## src/rtl/jtag_pkg.sv

```systemverilog
// Shared constants and types for the JTAG USER-chain front end.
package jtag_pkg;

  localparam int DATA_WIDTH  = 8;
  localparam int COUNT_WIDTH = 16;
  localparam int RB_WIDTH    = COUNT_WIDTH + 1;

  typedef logic [DATA_WIDTH-1:0] word_t;

endpackage

```

## src/rtl/jtag_readback_shifter.sv

```systemverilog
// Capture/shift register that returns {framing_error, word_count} on tdo, LSB first.
// Instantiated by jtag_deserializer only when JTAG_READBACK_EN is defined.
module jtag_readback_shifter
  import jtag_pkg::*;
#(
  parameter int WIDTH = RB_WIDTH
) (
  input  logic             tck,
  input  logic             test_logic_reset,
  input  logic             cap_i,
  input  logic             shift_i,
  input  logic             tdi_i,
  input  logic [WIDTH-1:0] load_i,
  output logic             tdo_o
);

  logic [WIDTH-1:0] rb_q, rb_d;

  always_comb begin
    rb_d = rb_q;
    if (cap_i) begin
      rb_d = load_i;
    end else if (shift_i) begin
      rb_d = {tdi_i, rb_q[WIDTH-1:1]};
    end
  end

  always_ff @(posedge tck or posedge test_logic_reset) begin
    if (test_logic_reset) begin
      rb_q <= '0;
    end else begin
      rb_q <= rb_d;
    end
  end

  // Bit 0 is presented right after Capture-DR so the host's first falling-edge sample is count[0].
  assign tdo_o = rb_q[0];

endmodule

```

## src/rtl/jtag_deserializer.sv

```systemverilog
// USER-chain DR shift stream to parallel words, with end-of-scan, framing error and word count.
// Optional build macro: JTAG_READBACK_EN (tdo returns {framing_error, word_count}; otherwise bypass flop).
module jtag_deserializer #(
  parameter int DATA_WIDTH  = jtag_pkg::DATA_WIDTH,
  parameter int COUNT_WIDTH = jtag_pkg::COUNT_WIDTH
) (
  input  logic                   tck,
  input  logic                   test_logic_reset,
  input  logic                   ir_is_user,
  input  logic                   capture_dr,
  input  logic                   shift_dr,
  input  logic                   update_dr,
  input  logic                   tdi,
  output logic                   tdo,
  output logic [DATA_WIDTH-1:0]  data,
  output logic                   data_valid,
  output logic                   end_of_scan,
  output logic                   framing_error,
  output logic [COUNT_WIDTH-1:0] word_count
);

  localparam int               BW       = $clog2(DATA_WIDTH);
  localparam logic [BW-1:0]    LAST_BIT = BW'(DATA_WIDTH - 1);

  logic shift, cap, upd;

  assign shift = ir_is_user & shift_dr;
  assign cap   = ir_is_user & capture_dr;
  assign upd   = ir_is_user & update_dr;

  logic [DATA_WIDTH-1:0]  sr_q,      sr_d;
  logic [BW-1:0]          bit_cnt_q, bit_cnt_d;
  logic [DATA_WIDTH-1:0]  data_q,    data_d;
  logic                   dv_q,      dv_d;
  logic                   eos_q,     eos_d;
  logic                   ferr_q,    ferr_d;
  logic [COUNT_WIDTH-1:0] cnt_q,     cnt_d;

  // NOTE: every always_comb output gets a default first so no path can infer a latch.
  always_comb begin
    sr_d      = sr_q;
    bit_cnt_d = bit_cnt_q;
    data_d    = data_q;
    dv_d      = 1'b0;
    eos_d     = 1'b0;
    ferr_d    = ferr_q;
    cnt_d     = cnt_q;

    if (shift) begin
      sr_d = {tdi, sr_q[DATA_WIDTH-1:1]};
      if (bit_cnt_q == LAST_BIT) begin
        data_d    = sr_d;
        dv_d      = 1'b1;
        bit_cnt_d = '0;
        if (cnt_q != '1) begin
          cnt_d = cnt_q + COUNT_WIDTH'(1);
        end
      end else begin
        bit_cnt_d = bit_cnt_q + BW'(1);
      end
    end else if (cap) begin
      bit_cnt_d = '0;
    end else if (upd) begin
      eos_d     = 1'b1;
      bit_cnt_d = '0;
      // A partial word is silently dropped; only the sticky flag records it.
      if (bit_cnt_q != '0) begin
        ferr_d = 1'b1;
      end
    end
  end

  // NOTE: state registers use non-blocking assignments so all flops update from pre-edge values.
  always_ff @(posedge tck or posedge test_logic_reset) begin
    if (test_logic_reset) begin
      sr_q      <= '0;
      bit_cnt_q <= '0;
      data_q    <= '0;
      dv_q      <= 1'b0;
      eos_q     <= 1'b0;
      ferr_q    <= 1'b0;
      cnt_q     <= '0;
    end else begin
      sr_q      <= sr_d;
      bit_cnt_q <= bit_cnt_d;
      data_q    <= data_d;
      dv_q      <= dv_d;
      eos_q     <= eos_d;
      ferr_q    <= ferr_d;
      cnt_q     <= cnt_d;
    end
  end

  assign data          = data_q;
  assign data_valid    = dv_q;
  assign end_of_scan   = eos_q;
  assign framing_error = ferr_q;
  assign word_count    = cnt_q;

`ifdef JTAG_READBACK_EN
  jtag_readback_shifter #(
    .WIDTH (COUNT_WIDTH + 1)
  ) u_readback (
    .tck              (tck),
    .test_logic_reset (test_logic_reset),
    .cap_i            (cap),
    .shift_i          (shift),
    .tdi_i            (tdi),
    .load_i           ({ferr_q, cnt_q}),
    .tdo_o            (tdo)
  );
`else
  logic tdo_q;

  always_ff @(posedge tck or posedge test_logic_reset) begin
    if (test_logic_reset) begin
      tdo_q <= 1'b0;
    end else if (shift) begin
      tdo_q <= tdi;
    end
  end

  assign tdo = tdo_q;
`endif

endmodule
```

## config.mk

```make
export PLATFORM = sky130hd
export DESIGN_NAME = jtag_deserializer
export DESIGN_NICKNAME = d
export VERILOG_FILES = /design/src/rtl/jtag_pkg.sv /design/src/rtl/jtag_readback_shifter.sv /design/src/rtl/jtag_deserializer.sv
export SDC_FILE = /design/constraint.sdc
export NUM_CORES = 1
export LEC_CHECK = 0
export ABC_AREA = 1
export BUFFER_PORTS_ARGS = -buffer_cell sky130_fd_sc_hd__buf_4
export CAP_MARGIN = 20
export CORE_MARGIN = 2
export CORE_UTILIZATION = 50
export DETAILED_ROUTE_END_ITERATION = 8
export GPL_TIMING_DRIVEN = 0
export PLACE_DENSITY = 0.73
export SLEW_MARGIN = 10
export SYNTH_ARGS = -nofsm -noshare
export SYNTH_HDL_FRONTEND = slang
export SYNTH_SLANG_ARGS = --single-unit
```

## constraint.sdc

```tcl
create_clock -name tck -period 3.9 [get_ports tck]
set_input_delay 0.39 -clock tck [delete_from_list [all_inputs] [get_ports tck]]
set_output_delay 0.39 -clock tck [all_outputs]
set_load 0.03 [all_outputs]
```

==> results of run 1 <==
==> cell families after synthesis <==
logic type / Yosys count
compound gates: 27
buf+inv: 33
xor+xnor: 4
simple gates: 126
flops: 37
fa+ha+maj: 4
==> layout by cell type, fill, tap and decap left out, drive strengths merged, types with 3 or more instances in the layout <==
| cell | n |
|---|---|
| xnor2 | 3 |
| inv | 30 |
| ha | 4 |
| nand4 | 6 |
| nand2 | 88 |
| o21ai | 26 |
| nand3 | 10 |
| buf | 36 |
| clkbuf | 6 |
| clkinv | 3 |
| nor2 | 20 |
| dfrtp | 37 |
==> routing by layer <==
| layer | vias up | wire, microns |
|---|---|---|
| met5 | - | 0 |
| met4 | 0 | 66 |
| met3 | 5 | 163 |
| met2 | 32 | 1694 |
| met1 | 724 | 1798 |
| li1 | 804 | - |
==> final cells by class <==
cell class              instances  share of cell area
plain buffers                   3            0.008625
clock buffers                   5             0.02965
clock inverters                 3            0.009703
inverters                      30             0.04960
multi-input cells             161              0.3677
flip-flops and latches         37              0.3989
well taps                      48             0.02588
repair buffers                 34              0.1100
==> through the flow <==
step / utilization / instance area (sq um)
after floorplan: - / 1914
after global placement: 0.6090 / 2230
after detailed placement: 0.6090 / 2230
after CTS: 0.6340 / 2321
after global routing: 0.6340 / 2321
final: 0.6340 / 2321
==> critical path, stage by stage (launching register included) <==
cell and delay [ps]:
dfrtp_1 400, ha_1 210, ha_1 170, inv_1 190
nor2_8 80, inv_4 130, buf_2 220, o21ai_0 110
==> sequential cells by signal, indices dropped and copies added (netlist names) <==
| register | flops |
|---|---|
| data | 8 |
| end_of_scan | 1 |
| bit_cnt_q | 3 |
| word_count | 16 |
| sr_q | 7 |
| framing_error | 1 |
| data_valid | 1 |
==> path summary, 6_finish.rpt <==
path | start | to | slack [ps] | cells after the start
min | test_logic_reset | data_valid | 230 | 2
max reg2reg | bit_cnt_q[0] | data[3] | 2260 | 7
max in group asynchronous | test_logic_reset | word_count[8] | 3180 | 2
min reg2reg | data[0] | data[0] | 470 | 2
min in group tck | capture_dr | end_of_scan | 270 | 2
max | bit_cnt_q[0] | data[3] | 2260 | 7
==> report_power, final <==
group / switching, mW / internal, mW
Clock: 0.141 / 0.127
Sequential: 0.0223 / 0.415
Combinational: 0.0823 / 0.0479
Total: 0.246 / 0.589
==> results.cfg, run 1 <==
[critical_path]
start_kind = register
crit_fanout = 10
critPathKind = register to register
worstPathArrival_ps = 1800
required_ps = 4070
crit_path_end_kind = register

[hold_path]
holdCritPathClass = primary input to asynchronous set/reset pin

[clock_tree]
cts_buffer_depth = 2
clk-insertion-delay-late_ps = 290
root_buffer = clkbuf_8
path_clk_slew_ps = 80
cts_tree = yes
htreeDepth = 2
cts-hold-fix-buffers = 0
cts.sinks = 37
cts_setup_buffers = 0
cts_resized = 0
numCtsBuffers = 5

[synth]
synth_commonest_cells = nand2_1 (82), dfrtp_1 (37), inv_1 (28)
synthXorXnorAreaFrac = 0.01830
yosysMostFrequentCell = nand2_1
synthTopCellsByArea = dfrtp_1 (48%), nand2_1 (16%), inv_1 (5.5%), o21ai_0 (5.2%), nor2_8 (3.1%)
synth_area_sq_mm = 0.001914
synth_top_family_by_area = simple AND/OR/NAND/NOR gates
synth.area.mux_share = 0
synth_compound_area_frac = 0.08170
synth_edf_count = 0
synthCells = 231
ys_seq_area_frac = 0.4837
ys_types = 26
synth_nets = 242
ys_async_sr_fraction = 1.000
synth_ff_type = dfrtp_1
ys_ff_latch = 37
syn_area_per_cell_sq_um = 8.287
yosysWarnings = 0
synth_top_cell_by_area = dfrtp_1
synth.top_cell.area_share = 0.4837
synthAdderAreaFrac = 0.02614
yosys.area_share.simple = 0.3196

[global_route]
grt_pass1_vias = 1471
grt_max_degree = 38
top_usage_layer = met2
use_met1 = 0.2746
use_met2 = 0.3093
use_met3 = 0.04600
grt_overflow = 0
grt_first_pass_wirelength_microns = 6589
antenna_found_initial = 0
groute.usage.overall = 0.2014

[status]
status = completed

[finish]
fin_cells = 321
syn2layout_area_growth_pct = 21.24
antennaDiodeCount = 0
regArea_sq_um = 925.9
n_fill_cell = 341
multiInputGateArea_sq_um = 853.3
fin_nets = 283
layout-drive-gt1-share = 0.2527

[routing]
vias = 1565
dr.pass1.iters = 4
viasPerCell = 4.875
ant_nets = 0
drt_iter0_markers = 53
drc = 0
wl_per_cell_microns = 11.60
wirelength_microns = 3723

[place]
dp_hpwl_microns = 2791
place_ws_ps = 2300
dpl.cell_count = 313
port_buffers = 34
place.gp.congestion = 0.8588

[sta]
max_clock_freq_mhz = 610.8
hold_viol = 0
fin_skew_ps = 4.760
fin_crit_sh = 0.4198
finalMaxSlewViolations = 0
tns_ps = 0
whs_ps = 234.0
setup_slack_ps = 2263
worst_pin_slew_ps = 756.9
rsz0062_at_grt = false
min_period_ps = 1637
setup_viol = 0
relSlewSlack = 0.4947

[power_and_ir_drop]
vdd_drop_max_mv = 0.2576
powerDensity_mw_per_mm2 = 359.8
finalPower_mw = 0.8352
p_leak_nw = 1.203

[floorplanning]
die_area_sq_mm = 0.004340
core_region_area_sq_mm = 0.003661
start_util = 0.5229
rows = 22
die_width_microns = 65.88
die_h_microns = 65.88
io_pins = 35

[job]
maxCapViolCount = 0
(Power assumes the default switching activity.)
==> run 2: changes to the inputs <==
Settings changed: CORE_UTILIZATION 50 to 49, PLACE_DENSITY 0.73 to 0.74.
Clock period 3.9 ns to 1.35 ns, I/O delays scaled along.
==> run 2 against run 1 <==
  * Critical path depth up 2
  * Via count up 6.6%
  * First-iteration DRC count rose to 2.6 times the previous value
  * Setup slack lost 2300 ps
  * Combinational power grew to 3.2 times the previous value
  * Clock power rose to 3.8 times the previous value
  * Hold slack worse by 250 ps
  * Largest power group unchanged
  * The flow now finishes with violations (negative hold slack, negative setup slack)
  * Final area increased by 14%
  * Largest cell class is now multi-input combinational cells
  * Critical endpoint is now word_count[0]
==> results.cfg, run 2 (same netlist as run 1, synthesis figures left out) <==
[sta]
rsz0062_at_grt = true
hold_viol = 37
setup_slack_ps = -82.80
fin_crit_sh = 1.061
max_clock_freq_mhz = 697.9
finalMaxSlewViolations = 0
whs_ps = -12.76
min_period_ps = 1433
setup_viol = 18
tns_ps = -997.0
worst_pin_slew_ps = 768.5
fin_skew_ps = 9.237
relSlewSlack = 0.4869

[floorplanning]
core_region_area_sq_mm = 0.003716
die_h_microns = 66.51
rows = 22
start_util = 0.5152
io_pins = 35
die_area_sq_mm = 0.004423
die_width_microns = 66.51

[finish]
layout-drive-gt1-share = 0.3904
antennaDiodeCount = 0
final_cell_mix = nand2_1 (72), buf_4 (51), inv_1 (26), dfrtp_1 (26), o21ai_0 (14)
fin_nets = 302
largest_reg_flops = 16
n_fill_cell = 286
syn2layout_area_growth_pct = 38.17
final_common_cell = nand2_1

[critical_path]
worstPathArrival_ps = 1660
start_kind = register
r2r_start = bit_cnt_q[0]
reg2reg_setup_slack_ps = -80
timing.rr.end = word_count[0]
critPathKind = register to register
required_ps = 1570
crit_fanout = 5
reg2reg_depth = 9
crit_path_end_kind = register

[routing]
drc = 0
dr.pass1.iters = 4
viasPerCell = 4.909
wirelength_microns = 4201
vias = 1669
drt_iter0_markers = 136
ant_nets = 0
wl_per_cell_microns = 12.36

[status]
status = finished with violations
violations = negative hold slack, negative setup slack

[clock_tree]
cts_tree = yes
path_clk_slew_ps = 80
numCtsBuffers = 5
cts-hold-fix-buffers = 0
cts_buffer_depth = 2
htreeDepth = 2
cts.sinks = 37
clk-insertion-delay-late_ps = 290
root_buffer = clkbuf_8

[place]
port_buffers = 34
dp_hpwl_microns = 2729
place.gp.congestion = 0.7219

[power_and_ir_drop]
powerDensity_mw_per_mm2 = 1019
p_leak_nw = 1.335
vdd_drop_max_mv = 1.028
finalPower_mw = 2.697

[global_route]
antenna_found_initial = 0
grt_overflow = 0
grt_first_pass_wirelength_microns = 6975
groute.usage.overall = 0.2091
grt_pass1_vias = 1565
grt_max_degree = 38

[job]
maxCapViolCount = 0

[hold_path]
holdCritPathClass = primary input to asynchronous set/reset pin
[run 2: cell types whose count changed in the layout (fill, tap and decap cells not counted), moves of 3 or more]
cell	delta
buf_4	+17
dfrtp_1	-11
dfrtp_2	+11
ha_1	-3
nand2_1	-10
nand2_2	+5
nand2_4	+4
o21ai_0	-6
o21ai_1	+5
[run 2: per-layer routing]
layer / vias to the layer above / share of wire / global-route usage
li1: 842 / - / -
met2: 49 / 0.49 / 0.3438
met5: - / 0 / 0
met1: 776 / 0.44 / 0.2705
met4: 0 / 0.0033 / 0.06122
met3: 2 / 0.063 / 0.05574
[run 2: how the worst max path moves through the flow]
stage	from	to	depth (start not counted)
floorplan	word_count[0]	word_count[14]	9
global placement	test_logic_reset	word_count[8]	2
detailed placement	bit_cnt_q[0]	data[2]	7
CTS	bit_cnt_q[0]	word_count[13]	9
global route	bit_cnt_q[0]	word_count[10]	9
finish	bit_cnt_q[0]	word_count[0]	9
[run 2: cell type report]
class	instances	area, sq um	area share
inverter	30	120.1	0.04541
tap	48	60.06	0.02271
clock buffer	6	82.58	0.03122
multi-input combinational	161	953.4	0.3605
sequential	37	939.7	0.3553
buffer	3	26.28	0.009934
timing repair buffer	53	425.4	0.1608
clock inverter	2	37.54	0.01419
[run 2: critical path, cell delays in order, from the launching register on]
cell and delay (ps):
dfrtp_1 360, ha_2 200, ha_4 140, inv_4 40, nor2_8 150, inv_6 70
nor2_8 160, buf_8 150, nand2_4 40, nand2_2 60
[run 2: repair_timing]
action / CTS / global route
endpoints found under the hold margin: 0 / 0
gates resized for setup: 17 / 19
pin swaps: 4 / 7
endpoints found under the setup margin: 23 / 24
gates cloned: 1 / 0
setup buffers: 10 / 8
[run 2: power breakdown]
group	leakage, nW	internal [mW]	total (mW)	switching (mW)
registers	0.464	1.20	1.27	0.0673
logic	0.813	0.160	0.414	0.254
clock network	0.0574	0.601	1.01	0.413
[run 2: metrics by stage]
| step | instance area (sq um) | setup WS [ps] | cells | utilization |
|---|---|---|---|---|
| 6_report | 2645 | -82.80 | 340 | 0.7118 |
| 5_1_grt | 2645 | -171.4 | 340 | 0.7118 |
| 4_1_cts | 2534 | -74.69 | 332 | 0.6818 |
| 3_5_place_dp | 2255 | -169.5 | 313 | 0.6067 |
| 3_3_place_gp | 2255 | -293.2 | 313 | 0.6067 |
| 2_1_floorplan | 1939 | -62.27 | 231 | - |
